File: config.mk
export PLATFORM = sky130hd
export DESIGN_NAME = vhdci_mux_tx_framer_flat
export DESIGN_NICKNAME = d
export VERILOG_FILES = /design/src/rtl/vhdci_mux_tx_framer_pkg.sv /design/src/rtl/vhdci_mux_tx_framer_if.sv /design/src/rtl/vhdci_mux_tx_framer.sv /design/src/flat_wrapper.sv
export SDC_FILE = /design/constraint.sdc
export NUM_CORES = 1
export LEC_CHECK = 0
export CORE_MARGIN = 5
export CORE_UTILIZATION = 45
export DETAILED_ROUTE_END_ITERATION = 16
export PLACE_DENSITY = 0.81
export REMOVE_ABC_BUFFERS = 1
export SLEW_MARGIN = 20
export SYNTH_ARGS = -nofsm -noshare
export SYNTH_HDL_FRONTEND = slang
export SYNTH_SLANG_ARGS = --single-unit
File: constraint.sdc
create_clock -name clk_in -period 2 [get_ports clk_in]
set_clock_uncertainty 0.05 [all_clocks]
set_input_delay 0.4 -clock clk_in [delete_from_list [all_inputs] [get_ports clk_in]]
set_output_delay 0.4 -clock clk_in [all_outputs]
set_load 0.005 [all_outputs]
File: src/rtl/vhdci_mux_tx_framer_pkg.sv
// -----------------------------------------------------------------------------
// vhdci_mux_tx_framer_pkg
// Shared definitions for the VHDCI mux link framer (and the future rx
// deframer): symbol geometry, idle symbol, framer state encoding, the
// chunk-XOR checksum and a saturating 16-bit increment.
// -----------------------------------------------------------------------------
package vhdci_mux_tx_framer_pkg;

   localparam int VHDCI_SYM_W      = 7;
   localparam int VHDCI_PAY_W      = 6;
   localparam int VHDCI_START_BIT  = 6;
   localparam logic [6:0] VHDCI_IDLE_SYM = 7'h00;

   // Widest word the checksum helper can fold (16 chunks).
   localparam int VHDCI_MAX_WORD_W = 96;

   typedef enum logic [1:0] {
      ST_IDLE = 2'd0,
      ST_SEND = 2'd1,
      ST_GAP  = 2'd2,
      ST_WAIT = 2'd3
   } fr_state_e;

   // XOR of the lowest nsym 6-bit chunks of a zero-extended word.
   function automatic logic [5:0] chunk_xor(input logic [VHDCI_MAX_WORD_W-1:0] w,
                                            input int nsym);
      logic [5:0] x;
      x = 6'd0;
      for (int i = 0; i < VHDCI_MAX_WORD_W / VHDCI_PAY_W; i++) begin
         x = x ^ ((i < nsym) ? w[i*VHDCI_PAY_W +: VHDCI_PAY_W] : 6'd0);
      end
      return x;
   endfunction

   // Increment that sticks at all-ones instead of wrapping.
   function automatic logic [15:0] sat_inc16(input logic [15:0] v);
      return (v == 16'hFFFF) ? 16'hFFFF : (v + 16'd1);
   endfunction

endpackage

File: src/rtl/vhdci_mux_tx_framer_if.sv
// -----------------------------------------------------------------------------
// vhdci_mux_tx_framer_if
// Word handshake and link-side signals of the VHDCI mux tx framer.
//   word_in/word_valid/word_ready : upstream word handshake
//   mux_synced                    : link-synced status from the mux block
//   sym_out                       : 7-bit symbol towards mux_data_in
//   busy                          : frame in progress or resend pending
// master = feeder/environment side, slave = framer side.
// -----------------------------------------------------------------------------
interface vhdci_mux_tx_framer_if #(
   parameter int WORD_W = 24
);
   logic [WORD_W-1:0] word_in;
   logic              word_valid;
   logic              word_ready;
   logic              mux_synced;
   logic [6:0]        sym_out;
   logic              busy;

   modport master (
      output word_in, word_valid, mux_synced,
      input  word_ready, sym_out, busy
   );

   modport slave (
      input  word_in, word_valid, mux_synced,
      output word_ready, sym_out, busy
   );
endinterface

File: src/rtl/vhdci_mux_tx_framer.sv
// -----------------------------------------------------------------------------
// vhdci_mux_tx_framer
// Frames WORD_W-bit words into 7-bit symbols for the VHDCI mux link:
// header symbol (start flag set, top 6 bits), remaining 6-bit chunks MSB
// first, then the XOR of all chunks. Transmits only while mux_synced is
// high; a frame cut by sync loss is resent from its header after re-sync.
// Runs in the clk_mux_div domain.
// Ports:
//   clk_in       symbol clock
//   rst_n_in     asynchronous reset, active low
//   bus (slave)  word_in/word_valid/word_ready, mux_synced, sym_out, busy
//   frame_count  frames completed, saturating  (VHDCI_FRAMER_STATS_EN only)
//   abort_count  frames aborted, saturating    (VHDCI_FRAMER_STATS_EN only)
// Optional feature macro: VHDCI_FRAMER_STATS_EN
// -----------------------------------------------------------------------------
module vhdci_mux_tx_framer
   import vhdci_mux_tx_framer_pkg::*;
#(
   parameter int WORD_W   = 24,
   parameter int IDLE_GAP = 1
) (
   input  logic                 clk_in,
   input  logic                 rst_n_in,
   vhdci_mux_tx_framer_if.slave bus
`ifdef VHDCI_FRAMER_STATS_EN
   ,
   output logic [15:0]          frame_count,
   output logic [15:0]          abort_count
`endif
);

   localparam int NSYM  = WORD_W / VHDCI_PAY_W;
   localparam int IDX_W = $clog2(NSYM + 1);

   if (((WORD_W % VHDCI_PAY_W) != 0) || (WORD_W < VHDCI_PAY_W) ||
       (WORD_W > VHDCI_MAX_WORD_W)) begin : g_bad_word_w
      $error("vhdci_mux_tx_framer: WORD_W must be a multiple of 6 in 6..96");
   end
   if ((IDLE_GAP < 0) || (IDLE_GAP > 15)) begin : g_bad_gap
      $error("vhdci_mux_tx_framer: IDLE_GAP must be 0..15");
   end

   fr_state_e                   state_q, state_d;
   logic [IDX_W-1:0]            idx_q, idx_d;
   logic [3:0]                  gap_q, gap_d;
   logic [WORD_W-1:0]           hold_q, hold_d;
   logic [5:0]                  csum_q, csum_d;
   logic [6:0]                  sym_q, sym_d;

   logic                        accept_s;
   logic [5:0]                  pay_s;
   logic [VHDCI_MAX_WORD_W-1:0] word_ext_s;

   // Ready is held low while reset is asserted even though state reads IDLE.
   assign bus.word_ready = (state_q == ST_IDLE) && bus.mux_synced && rst_n_in;
   assign accept_s       = bus.word_valid && bus.word_ready;
   assign bus.sym_out    = sym_q;
   assign bus.busy       = (state_q == ST_SEND) || (state_q == ST_WAIT);

   // Zero-extend the incoming word for the shared checksum helper.
   always_comb begin
      word_ext_s               = '0;
      word_ext_s[WORD_W-1:0]   = bus.word_in;
   end

   // Select the held 6-bit chunk addressed by the symbol index (0 = MSB chunk).
   always_comb begin
      pay_s = 6'd0;
      for (int k = 0; k < NSYM; k++) begin
         pay_s = pay_s | ((idx_q == IDX_W'(k)) ?
                          hold_q[WORD_W-1-k*VHDCI_PAY_W -: VHDCI_PAY_W] : 6'd0);
      end
   end

   // Framer next-state and next-symbol logic.
   always_comb begin
      state_d = state_q;
      idx_d   = idx_q;
      gap_d   = gap_q;
      hold_d  = hold_q;
      csum_d  = csum_q;
      sym_d   = VHDCI_IDLE_SYM;

      case (state_q)
         ST_IDLE: begin
            if (accept_s) begin
               // Header goes out on the accept edge itself, so the next
               // symbol to send is chunk 1.
               hold_d  = bus.word_in;
               csum_d  = chunk_xor(word_ext_s, NSYM);
               sym_d   = {1'b1, bus.word_in[WORD_W-1 -: VHDCI_PAY_W]};
               idx_d   = IDX_W'(1);
               state_d = ST_SEND;
            end else begin
               state_d = ST_IDLE;
            end
         end

         ST_SEND: begin
            if (!bus.mux_synced) begin
               // Abort: emit idle and rewind to the header for the resend.
               idx_d   = '0;
               state_d = ST_WAIT;
            end else if (idx_q == IDX_W'(NSYM)) begin
               sym_d = {1'b0, csum_q};
               idx_d = '0;
               if (IDLE_GAP > 0) begin
                  gap_d   = 4'(IDLE_GAP);
                  state_d = ST_GAP;
               end else begin
                  state_d = ST_IDLE;
               end
            end else begin
               // Index 0 only occurs on a resend, where the header is rebuilt.
               sym_d = {(idx_q == '0), pay_s};
               idx_d = idx_q + IDX_W'(1);
            end
         end

         ST_GAP: begin
            // Countdown runs regardless of link sync.
            if (gap_q <= 4'd1) begin
               gap_d   = 4'd0;
               state_d = ST_IDLE;
            end else begin
               gap_d   = gap_q - 4'd1;
            end
         end

         ST_WAIT: begin
            if (bus.mux_synced) begin
               idx_d   = '0;
               state_d = ST_SEND;
            end else begin
               state_d = ST_WAIT;
            end
         end

         default: begin
            state_d = ST_IDLE;
            idx_d   = '0;
            gap_d   = 4'd0;
         end
      endcase
   end

   // Framer state, hold register and registered symbol output.
   always_ff @(posedge clk_in or negedge rst_n_in) begin
      if (!rst_n_in) begin
         state_q <= ST_IDLE;
         idx_q   <= '0;
         gap_q   <= 4'd0;
         hold_q  <= '0;
         csum_q  <= 6'd0;
         sym_q   <= VHDCI_IDLE_SYM;
      end else begin
         state_q <= state_d;
         idx_q   <= idx_d;
         gap_q   <= gap_d;
         hold_q  <= hold_d;
         csum_q  <= csum_d;
         sym_q   <= sym_d;
      end
   end

`ifdef VHDCI_FRAMER_STATS_EN
   logic        frame_inc_s, abort_inc_s;
   logic [15:0] frame_count_q, frame_count_d;
   logic [15:0] abort_count_q, abort_count_d;

   // A frame completes when its checksum goes out with the link synced;
   // any SEND edge with the link down is an abort.
   always_comb begin
      frame_inc_s   = (state_q == ST_SEND) && bus.mux_synced && (idx_q == IDX_W'(NSYM));
      abort_inc_s   = (state_q == ST_SEND) && !bus.mux_synced;
      frame_count_d = frame_inc_s ? sat_inc16(frame_count_q) : frame_count_q;
      abort_count_d = abort_inc_s ? sat_inc16(abort_count_q) : abort_count_q;
   end

   // Saturating statistics counters.
   always_ff @(posedge clk_in or negedge rst_n_in) begin
      if (!rst_n_in) begin
         frame_count_q <= 16'd0;
         abort_count_q <= 16'd0;
      end else begin
         frame_count_q <= frame_count_d;
         abort_count_q <= abort_count_d;
      end
   end

   assign frame_count = frame_count_q;
   assign abort_count = abort_count_q;
`else
`endif

endmodule
File: src/flat_wrapper.sv
// flat-port wrapper written by rule: the top's interface ports become plain ports
module vhdci_mux_tx_framer_flat import vhdci_mux_tx_framer_pkg::*;
#(
   parameter int WORD_W   = 24,
   parameter int IDLE_GAP = 1
)
  (clk_in, rst_n_in, bus_word_in, bus_word_valid, bus_mux_synced, bus_word_ready, bus_sym_out, bus_busy);
  vhdci_mux_tx_framer_if #(.WORD_W(WORD_W)) bus_i ();
  input  logic clk_in;
  input  logic rst_n_in;
  input wire logic [$bits(bus_i.word_in)-1:0] bus_word_in;
  input wire logic [$bits(bus_i.word_valid)-1:0] bus_word_valid;
  input wire logic [$bits(bus_i.mux_synced)-1:0] bus_mux_synced;
  output wire logic [$bits(bus_i.word_ready)-1:0] bus_word_ready;
  output wire logic [$bits(bus_i.sym_out)-1:0] bus_sym_out;
  output wire logic [$bits(bus_i.busy)-1:0] bus_busy;
  assign bus_i.word_in = bus_word_in;
  assign bus_i.word_valid = bus_word_valid;
  assign bus_i.mux_synced = bus_mux_synced;
  assign bus_word_ready = bus_i.word_ready;
  assign bus_sym_out = bus_i.sym_out;
  assign bus_busy = bus_i.busy;
  vhdci_mux_tx_framer #(.WORD_W(WORD_W), .IDLE_GAP(IDLE_GAP)) u_core (.clk_in(clk_in), .rst_n_in(rst_n_in), .bus(bus_i));
endmodule
==> results.toml <==
[timing]
fin_setup_tns_ns = 0
period_share = 0.9043
clock.fmax_mhz = 552.9
hold_ws_ns = 0.2155
final-setup-viol-count = 0
hold_viol_final = 0
tightestPinTransition_ns = 0.5680
slew_viol_final = 0
fin_crit_ns = 1.809
relSlewSlack = 0.6213
grt_setup_unrepaired = "no"

[yosys]
synth_fa_ha_area_frac = 0.03655
synth_xor_area_frac = 0.06580
synth_flop_cell = "dfrtp_1"
yosys.cell_types.count = 43
seq_area_frac_synth = 0.4804
muxShareOfSynthArea = 0.1123
netlist_instances = 201
synth_top_family_by_area = "compound AO/OA/AOI/OAI gates"
synth-compound-area-share = 0.1676
ys_ff_latch = 46
async_reset_ff_frac = 1.000
synth-edff-count = 0
synth_area_per_cell_um2 = 11.92
netlist_area_um2 = 2396
yosysWarningCount = 0
synth-simple-area-share = 0.09765

[floorplan]
die_y_um = 82.97
die_area_um2 = 6884
initial_core_util = 0.4662
core_um2 = 5140
io_pins = 37
die_w_um = 82.97
num_rows = 26

[pwr]
p_leak_nw = 1.378
power_density_nw_per_um2 = 1220
ir_drop_mv = 0.6476

[setup_path]
cp-end-kind = "output pin"
cp_top_family = "buffers and inverters"
critPathSlowestCell = "clkdlybuf4s50_1"
required_ns = 1.55
start_kind = "register"
path_buf_inv = 2
crit_type = "register to output pin"
worstPathArrival_ns = 1.36
cp_cell_sequence = "buf_4 > clkdlybuf4s50_1"
cpPeakStageDelay_ns = 0.52
cp_max_fo = 13

[grt]
antenna_found_initial = 0
grtUsageTotal = 0.1615
grt_max_degree = 47
grt_pass1_wl_um = 9080
grt_pass1_vias = 1887
overflow = 0

[clocking]
clkSlewWorstSetupHoldPaths_ns = 0.08
numClockSinks = 46
cts_tree = "done"
holdBufCountCts = 0
numCtsBuffers = 5
cts_buffer_depth = 2
clock_latency_ns = 0.30
root_buffer = "clkbuf_8"
htreeDepth = 2

[layout]
area_growth_pct = 26.06
antenna_cells = 0
drive_gt1_frac = 0.1873
final_common_cell = "dfrtp_1"
fin_nets = 285
layout_common_cells = "46 x dfrtp_1, 33 x clkdlybuf4s50_1, 18 x xnor2_1, 16 x o21ai_0, 15 x mux2_4"

[placed_design]
portBuffers = 36
place.gp.congestion = 0.8276
hpwl_um = 3820

[drt]
vias_per_cell = 5.533
drt_first_iter_violations = 93
route.detailed.drc = 0
detail_route.first_pass.iterations = 4
finalWirelength_um = 5269
num_vias = 1776
ant_nets = 0
wl_per_cell_um = 16.41

[hold_path]
min_path_type = "input pin to async pin"

[flow_run]
max-cap-violations = 0

[outcome]
status = "finished, final reports clean"
[cell usage after synthesis, types with 2 or more instances]
master | instances | area [um^2]
a21o_1 | 5 | 37.54
buf_2 | 3 | 15.01
nand2b_1 | 2 | 12.51
a22oi_1 | 7 | 52.55
and3_1 | 6 | 37.54
a221o_1 | 5 | 50.05
inv_1 | 9 | 33.78
o211ai_1 | 7 | 52.55
ha_1 | 7 | 87.58
buf_6 | 2 | 22.52
nand3_1 | 4 | 20.02
o21ai_0 | 16 | 80.08
dfrtp_1 | 46 | 1151
mux2_2 | 3 | 33.78
xnor2_1 | 18 | 157.7
clkbuf_1 | 5 | 18.77
o31ai_1 | 3 | 22.52
nand2_1 | 7 | 26.28
o2bb2ai_1 | 3 | 26.28
mux2_4 | 15 | 225.2
nand3b_1 | 6 | 45.04
[what timing repair did]
| item | in CTS | in global routing |
|---|---|---|
| resized for setup | 1 | 1 |
| buffers inserted | 0 | 1 |
| pin swaps | 1 | 1 |
| setup endpoints to repair | 1 | 1 |
[cell families after synthesis]
family	Yosys count
AND/OR/NAND/NOR	35
adder cells (fa/ha/maj)	7
multiplexers	19
buffers and inverters	20
XOR/XNOR	18
flip-flops	46
AO/OA/AOI/OAI	56
[flip-flops by register name, summed over array words and instances (netlist names)]
signal / flops
u_core.bus.sym_out: 7
u_core.hold_q: 24
u_core.idx_q: 3
u_core.state_q: 2
u_core.gap_q: 4
u_core.csum_q: 6
[stage by stage]
| stage | area (um^2) | total power [W] | setup WS, ns | std cells | util |
|---|---|---|---|---|---|
| after floorplan | 2340 | 0.002535 | 0.2771 | 191 | - |
| after global placement | 2920 | 0.003032 | -0.1224 | 312 | 0.5682 |
| after detailed placement | 2920 | 0.003113 | -0.1207 | 312 | 0.5682 |
| after CTS | 3010 | 0.003699 | 0.002666 | 320 | 0.5857 |
| after global routing | 3020 | 0.003948 | 0.1467 | 321 | 0.5876 |
| final | 3020 | 0.003684 | 0.1914 | 321 | 0.5876 |
[routing by layer]
metal / routed length, um / track usage / share of wire
met1: 2194 / 0.2034 / 0.42
met2: 2605 / 0.2784 / 0.49
met3: 428 / 0.03861 / 0.081
met4: 41 / 0.04012 / 0.0078
met5: 0 / 0 / 0
[power breakdown]
| group | internal [W] | switching, W | total (W) | leakage [nW] |
|---|---|---|---|---|
| clock network | 0.000279 | 0.000301 | 0.000580 | 0.0482 |
| logic | 0.000858 | 0.000661 | 0.00152 | 0.751 |
| registers | 0.00134 | 0.000249 | 0.00159 | 0.579 |
[final cells by class]
cell class                 count  area (um^2)
clock inverter                 1        5.005
timing repair buffer          52        501.7
clock buffer                   7        86.33
sequential                    46         1151
fill                         444         2120
inverter                      10        38.79
tap                           70        87.58
multi-input combinational    135         1150
[path summary, 6_finish.rpt]
path,start,cells after the start,slack (ns),endpoint
min in group clk_in,u_core.hold_q[21],1,0.45,u_core.hold_q[21]
setup / recovery,u_core.state_q[0],2,0.19,bus_busy
hold reg to reg,u_core.hold_q[21],1,0.45,u_core.hold_q[21]
setup reg to reg,u_core.idx_q[0],6,0.25,u_core.bus.sym_out[3]
hold / removal,rst_n_in,2,0.22,u_core.csum_q[4]
max in group asynchronous,rst_n_in,2,1.29,u_core.idx_q[1]
[worst register-to-register path: cells and delay by family, from the launching register on]
kind / cells / cell delay (ns)
AOI/OAI and AO/OA: 3 / 0.65
buffers and inverters: 2 / 0.29
adders and majority gates: 1 / 0.25
DFF: 1 / 0.40
No activity file was read; power rests on OpenSTA's default activity.
